===== config.mk =====
export PLATFORM = sky130hd
export DESIGN_NAME = ethernet_udp_receive
export DESIGN_NICKNAME = d
export VERILOG_FILES = /design/src/rtl/ethernet_udp_receive.sv
export SDC_FILE = /design/constraint.sdc
export NUM_CORES = 1
export LEC_CHECK = 0
export CAP_MARGIN = 20
export CORE_ASPECT_RATIO = 1.2
export CORE_MARGIN = 2
export CORE_UTILIZATION = 40
export DETAILED_ROUTE_END_ITERATION = 6
export GPL_TIMING_DRIVEN = 0
export HOLD_SLACK_MARGIN = 0.06
export REMOVE_ABC_BUFFERS = 1
export SYNTH_ARGS = -nofsm -noshare
export SYNTH_HDL_FRONTEND = slang
export SYNTH_SLANG_ARGS = --single-unit

===== constraint.sdc =====
create_clock -name clk -period 30.9 [get_ports clk]
set_input_delay 6.18 -clock clk [delete_from_list [all_inputs] [get_ports clk]]
set_output_delay 6.18 -clock clk [all_outputs]
set_load 0.01 [all_outputs]

===== src/rtl/ethernet_udp_receive.sv =====
// ethernet_udp_receive: MII receiver that oversamples the PHY nibble bus, parses Ethernet II/IPv4/UDP,
// filters on local MAC/IP/port, checks the FCS and strobes out a fixed-size payload.
module ethernet_udp_receive #(
    parameter int DATA_BYTES       = 16,
    parameter bit ACCEPT_BROADCAST = 1'b1
) (
    input  logic                    clk,
    input  logic                    reset,
    input  logic                    eth_rx_clk,
    input  logic                    eth_rx_dv,
    input  logic [3:0]              eth_rx_d,
    input  logic [47:0]             local_mac,
    input  logic [31:0]             local_ip,
    input  logic [15:0]             local_port,
    output logic [8*DATA_BYTES-1:0] data,
    output logic [47:0]             src_mac,
    output logic [31:0]             src_ip,
    output logic [15:0]             src_port,
    output logic                    valid,
    output logic                    drop
);
    typedef enum logic [2:0] {IDLE, PREAMBLE, HEADER, PAYLOAD, TRAILER, WAIT_END} state_t;
    localparam int PW = 8*DATA_BYTES;
    localparam logic [10:0] HDR_END = 11'd41;
    localparam logic [10:0] PAY_END = 11'(41 + DATA_BYTES);
    localparam logic [10:0] MIN_LEN = 11'(46 + DATA_BYTES);
    localparam logic [10:0] MAX_LEN = 11'd1522;

    logic [1:0]       rxc_q, dv_q;
    logic [1:0][3:0]  d_q;
    logic             rxc_p_q, dvp_q, ph_q, rej_q;
    logic [3:0]       lo_q;
    state_t           st_q;
    logic [31:0]      crc_q, crc_d;
    logic [10:0]      cnt_q;
    logic [335:0]     hdr_q, hdr_d;
    logic [PW-1:0]    pay_q, data_q;
    logic [47:0]      src_mac_q;
    logic [31:0]      src_ip_q;
    logic [15:0]      src_port_q;
    logic             valid_q, drop_q;
    logic             samp, rise, fall, byte_v, hdr_ok, good;
    logic [7:0]       byte_d;

    function automatic logic [31:0] crc8(input logic [31:0] c, input logic [7:0] b);
        logic [31:0] r;
        r = c ^ {24'd0, b};
        for (int i = 0; i < 8; i++) r = r[0] ? (r >> 1) ^ 32'hEDB88320 : r >> 1;
        return r;
    endfunction

    always_comb begin
        samp   = rxc_q[1] & ~rxc_p_q;
        rise   = samp & dv_q[1] & ~dvp_q;
        fall   = samp & ~dv_q[1] & dvp_q;
        byte_v = samp & dv_q[1] & dvp_q & ph_q;
        byte_d = {d_q[1], lo_q};
        crc_d  = crc8(crc_q, byte_d);
        // Header is shifted in MSB-first, so offset k lands at [8*(41-k)+:8]
        hdr_d  = {hdr_q[327:0], byte_d};
        hdr_ok = (hdr_d[335:288] == local_mac || (ACCEPT_BROADCAST && &hdr_d[335:288]))
                 && hdr_d[239:224] == 16'h0800 && hdr_d[223:216] == 8'h45
                 && hdr_d[151:144] == 8'h11 && hdr_d[95:64] == local_ip
                 && hdr_d[47:32] == local_port && hdr_d[31:16] == 16'(8 + DATA_BYTES);
        // Residue 0xC704DD7B appears bit-reversed in the reflected register
        good   = cnt_q >= MIN_LEN && cnt_q <= MAX_LEN && crc_q == 32'hDEBB20E3 && !rej_q;
    end

    always_ff @(posedge clk or posedge reset) begin
        if (reset) begin
            rxc_q      <= '0;
            dv_q       <= '0;
            d_q        <= '0;
            rxc_p_q    <= 1'b0;
            dvp_q      <= 1'b1;
            ph_q       <= 1'b0;
            lo_q       <= '0;
            st_q       <= IDLE;
            crc_q      <= '1;
            cnt_q      <= '0;
            rej_q      <= 1'b0;
            hdr_q      <= '0;
            pay_q      <= '0;
            data_q     <= '0;
            src_mac_q  <= '0;
            src_ip_q   <= '0;
            src_port_q <= '0;
            valid_q    <= 1'b0;
            drop_q     <= 1'b0;
        end else begin
            rxc_q   <= {rxc_q[0], eth_rx_clk};
            dv_q    <= {dv_q[0], eth_rx_dv};
            d_q     <= {d_q[0], eth_rx_d};
            rxc_p_q <= rxc_q[1];
            valid_q <= 1'b0;
            drop_q  <= 1'b0;
            if (samp) begin
                dvp_q <= dv_q[1];
                if (dv_q[1]) begin
                    ph_q <= rise | ~ph_q;
                    if (rise || !ph_q) lo_q <= d_q[1];
                end
            end
            if (byte_v && st_q inside {HEADER, PAYLOAD, TRAILER}) begin
                crc_q <= crc_d;
                cnt_q <= cnt_q + 11'(cnt_q != '1);
            end
            case (st_q)
                IDLE:     if (rise) st_q <= PREAMBLE;
                PREAMBLE: if (fall) st_q <= IDLE;
                          else if (byte_v && byte_d != 8'h55) begin
                              st_q  <= byte_d == 8'hD5 ? HEADER : WAIT_END;
                              crc_q <= '1;
                              cnt_q <= '0;
                              rej_q <= 1'b0;
                          end
                HEADER:   if (byte_v) begin
                              hdr_q <= hdr_d;
                              if (cnt_q == HDR_END) begin
                                  st_q  <= PAYLOAD;
                                  rej_q <= ~hdr_ok;
                              end
                          end
                PAYLOAD:  if (byte_v) begin
                              pay_q <= {byte_d, pay_q[PW-1:8]};
                              if (cnt_q == PAY_END) st_q <= TRAILER;
                          end
                WAIT_END: if (fall) st_q <= IDLE;
                default:  ;
            endcase
            if (fall && st_q inside {HEADER, PAYLOAD, TRAILER}) begin
                st_q    <= IDLE;
                valid_q <= st_q == TRAILER && good;
                drop_q  <= !(st_q == TRAILER && good);
                if (st_q == TRAILER && good) begin
                    data_q     <= pay_q;
                    src_mac_q  <= hdr_q[287:240];
                    src_ip_q   <= hdr_q[127:96];
                    src_port_q <= hdr_q[63:48];
                end
            end
        end
    end

    assign data     = data_q;
    assign src_mac  = src_mac_q;
    assign src_ip   = src_ip_q;
    assign src_port = src_port_q;
    assign valid    = valid_q;
    assign drop     = drop_q;
endmodule


==> results.tsv, run 1 <==
stage	metric	value	unit
grt	number of global-route vias before repair	17736	
logic_synthesis	Cells after Synth	1945	
place	dpl cells	3245	
sta	Final Hold Fails	0	
setup_path	CP endpoint kind	flop	
setup_path	R2R depth	8	
drt	initial drt markers	784	
place	HPWL Detailed	44.54	mm
setup_path	worst-path fanout max	2	
floorplanning	Initial Utilization	40.48	%
place	Placer Congestion	0.8360	
pwr	Cell Pwr Density	61.09	nW/um2
logic_synthesis	mean post-synth cell area	15.39	um2
place	post-place setup slack	21.91	ns
grt	initial antenna violation count	2	
cells_and_area	layout cell share with drive strength beyond 1	31.28	%
cts	CTS buffer count	78	
cells_and_area	post-route cell area	37320	um2
setup_path	worst r2r src	crc_q[21]$_DFF_PP1_	
setup_path	WP buf/inv	2	
sta	RSZ-0062 raised after global routing	false	
setup_path	Crit Path Class	in -> reg	
sta	worst-margin pin slew	1.024	ns
setup_path	slowest CP cell	a2111oi_0	
drt	vias post-DR	16780	
run	Max-Cap Viols	0	
drt	Residual DRC	0	
cts	Reg clk slew, reported paths	0.06	ns
cts	H-tree depth	3	
drt	drt first pass iters	4	
sta	post-route minimum period	8.257	ns
floorplanning	die span in y	303.6	um
min_path	Min-Delay Path Class	reg -> reg	
cts	Setup Buffers After CTS	0	
pwr	Final Total Pwr	2.280	mW
logic_synthesis	Most used DFF post-synth	dfrtp_1	
sta	f_max	121.1	MHz
place	IO Port Bufs	329	
drt	Routed WL per cell	18.71	um
logic_synthesis	Yosys warning count	0	
logic_synthesis	Yosys reg bits	748	
setup_path	reg2reg setup slack	27.12	ns
sta	Pins Over Slew Limit	0	
floorplanning	CORE AREA	73920	um2
floorplanning	io pins	330	
floorplanning	row count	109	
cells_and_area	final std cells w/o fill	3386	
setup_path	Worst path depth	8	
cells_and_area	Nets	2433	
cells_and_area	leading cell types in the layout, fill and taps excluded	dfrtp_1 (715), mux2_2 (524), clkdlybuf4s50_1 (329)	
sta	total negative slack	0	ns
sta	Final Setup Violations	0	
logic_synthesis	Netlist cell types	49	
setup_path	worst setup path start	local_mac[35]	
setup_path	startpoint type of the worst setup path	primary input	
setup_path	CP peak stage delay	0.62	ns
sta	Tcrit/Tclk final	26.72	%
floorplanning	Die X-Extent	253.7	um
outcome	status	finished, final reports clean	
setup_path	R2R Path End	src_mac[3]$_DFFE_PP0P_	
floorplanning	die area	77030	um2
cts	Clock Path Buffers	3	
setup_path	Crit path required time	31.39	ns
pwr	Leakage	17.95	nW
sta	worst hold slack	0.3479	ns
cts	CTS tree	done	
cts	Hold Buf Count CTS	0	
grt	GRT Total Usage	16.62	%
cells_and_area	commonest non-fill, non-tap cell in the layout	dfrtp_1	
logic_synthesis	synthesized cell area	29920	um2
sta	relative slew slack	31.60	%
drt	final WL	63.34	mm
setup_path	CP Cell Sequence	clkdlybuf4s50_1 -> xnor2_1 -> nand4_1 -> nor4_1 -> nand3_1 -> a2111oi_0 -> buf_1 -> o2bb2ai_1	
pwr	Peak VDD IR	38.77	uV
setup_path	Critical Path Sink	rej_q$_DFFE_PP0P_	
cts	CTS resizes	0	
sta	final setup margin	22.64	ns
place	Post-DP Area	34770	um2
cts	clock latency on the worst-skew pair	0.62	ns
grt	first-pass GRT wire length	102.0	mm
logic_synthesis	Synth async-reset ratio	100.0	%
drt	vias per std cell	4.956	
logic_synthesis	post-synthesis sequential area ratio	62.69	%
cells_and_area	final core occ	50.49	%
cells_and_area	Area Growth Syn to Fin	24.71	%
logic_synthesis	EDFF count, synth	0	
drt	Antenna Nets Post-Route	0	
sta	Final Skew	0.01794	ns
cts	Root Buffer	clkbuf_16	
cts	Sink Count	748	
setup_path	Top Family by Delay on Critical Path	simple AND/OR/NAND/NOR gates	
grt	grt ovf	0	
setup_path	Worst Path Arrival	8.75	ns
grt	largest net degree at the start of global routing	132	
-- area by class of cell --
| class | instances | area, um2 |
|---|---|---|
| fillers | 6340 | 36600 |
| clock inverters | 23 | 211.5 |
| repair buffers | 390 | 4008 |
| flip-flops and latches | 748 | 18760 |
| diodes | 2 | 5.005 |
| clock buffers | 115 | 2323 |
| inverters | 4 | 22.52 |
| multi-input cells | 1105 | 10740 |
| well taps | 999 | 1250 |
-- worst min-delay path by stage --
stage	startpoint	to	depth (start not counted)	slack, ns
floorplan	d_q[0]$_DFF_PP0_	byte_d[4]$_DFF_PP0_	0	0.33
global placement	d_q[1]$_DFF_PP0_	byte_d[5]$_DFF_PP0_	0	0.34
detailed placement	dv_q[0]$_DFF_PP0_	dv_q[1]$_DFF_PP0_	0	0.33
CTS	dv_q[0]$_DFF_PP0_	dv_q[1]$_DFF_PP0_	0	0.35
global route	d_q[3]$_DFF_PP0_	byte_d[7]$_DFF_PP0_	0	0.35
finish	d_q[0]$_DFF_PP0_	byte_d[4]$_DFF_PP0_	0	0.35
-- where the power goes --
group / total (mW) / switching (mW) / leakage (nW) / internal (mW)
Sequential: 1.05 / 0.0317 / 10.3 / 1.02
Combinational: 0.309 / 0.168 / 6.40 / 0.141
Clock: 0.916 / 0.385 / 1.25 / 0.532
-- synth_stat cells (all sizes together) (8+ instances only) --
master    n  area [um2]
dfrtp   715       17890
mux2    684        7702
xnor2   121        1060
clkbuf   60       225.2
nand2    57       214.0
xor2     55       481.7
nand4    39       244.0
dfstp    33       867.1
o211ai   32       240.2
buf      28       206.5
nor2     21       78.83
nor4     21       137.6
nand3     8       45.04
nor4b     8       76.32
o21ai     8       40.04
-- flip-flops by register name, indices dropped and copies added, names as in the netlist, 2 cells and up --
signal,cells
pay_q,128
src_mac,48
cnt_q,11
src_ip,32
d_q,4
crc_q,32
st_q,3
byte_d,4
src_port,16
hdr_q,328
lo_q,4
dv_q,2
data,128
rxc_q,2
-- metal layers --
layer | share of wire (%) | up-vias | global-route usage, % | wire length, um
met3 | 4.9 | 95 | 3.518 | 3120
met2 | 49 | 339 | 27.75 | 31030
met5 | 0.021 | - | 0 | 13
li1 | - | 7706 | - | -
met4 | 2.3 | 2 | 4.979 | 1444
met1 | 44 | 8638 | 21.72 | 27730
-- cells by family (layout without fill, tap and decap cells) --
family	after synthesis	in the layout	synth area share, %
multiplexers	685	685	25.77
other	0	2	0
buffers and inverters	92	532	1.493
XOR/XNOR	176	176	5.151
flip-flops	748	748	62.69
adder cells (fa/ha/maj)	2	2	0.08361
AO/OA/AOI/OAI	55	55	1.313
AND/OR/NAND/NOR	187	187	3.500
Power figures use the tool's default switching activity.
==> run 2: changes to the inputs <==
==> constraint.sdc (replaced) <==
create_clock -name clk -period 6.7 [get_ports clk]
set_input_delay 1.34 -clock clk [delete_from_list [all_inputs] [get_ports clk]]
set_output_delay 1.34 -clock clk [all_outputs]
set_load 0.01 [all_outputs]
==> results of run 2 <==
The final DEF is identical to that of run 1. Status: finished, final reports clean.
Main changes from that run: setup slack after placement 21.91 ns -> 2.549 ns; setup slack after layout 22.64 ns -> 2.924 ns; start point of the critical path local_mac[35] -> crc_q[21]$_DFF_PP1_; end point of the critical path rej_q$_DFFE_PP0P_ -> src_mac[3]$_DFFE_PP0P_; register-to-register setup slack 27.12 ns -> 2.92 ns; total power 2.280 mW -> 10.51 mW; worst IR drop on VDD 38.77 uV -> 178.8 uV
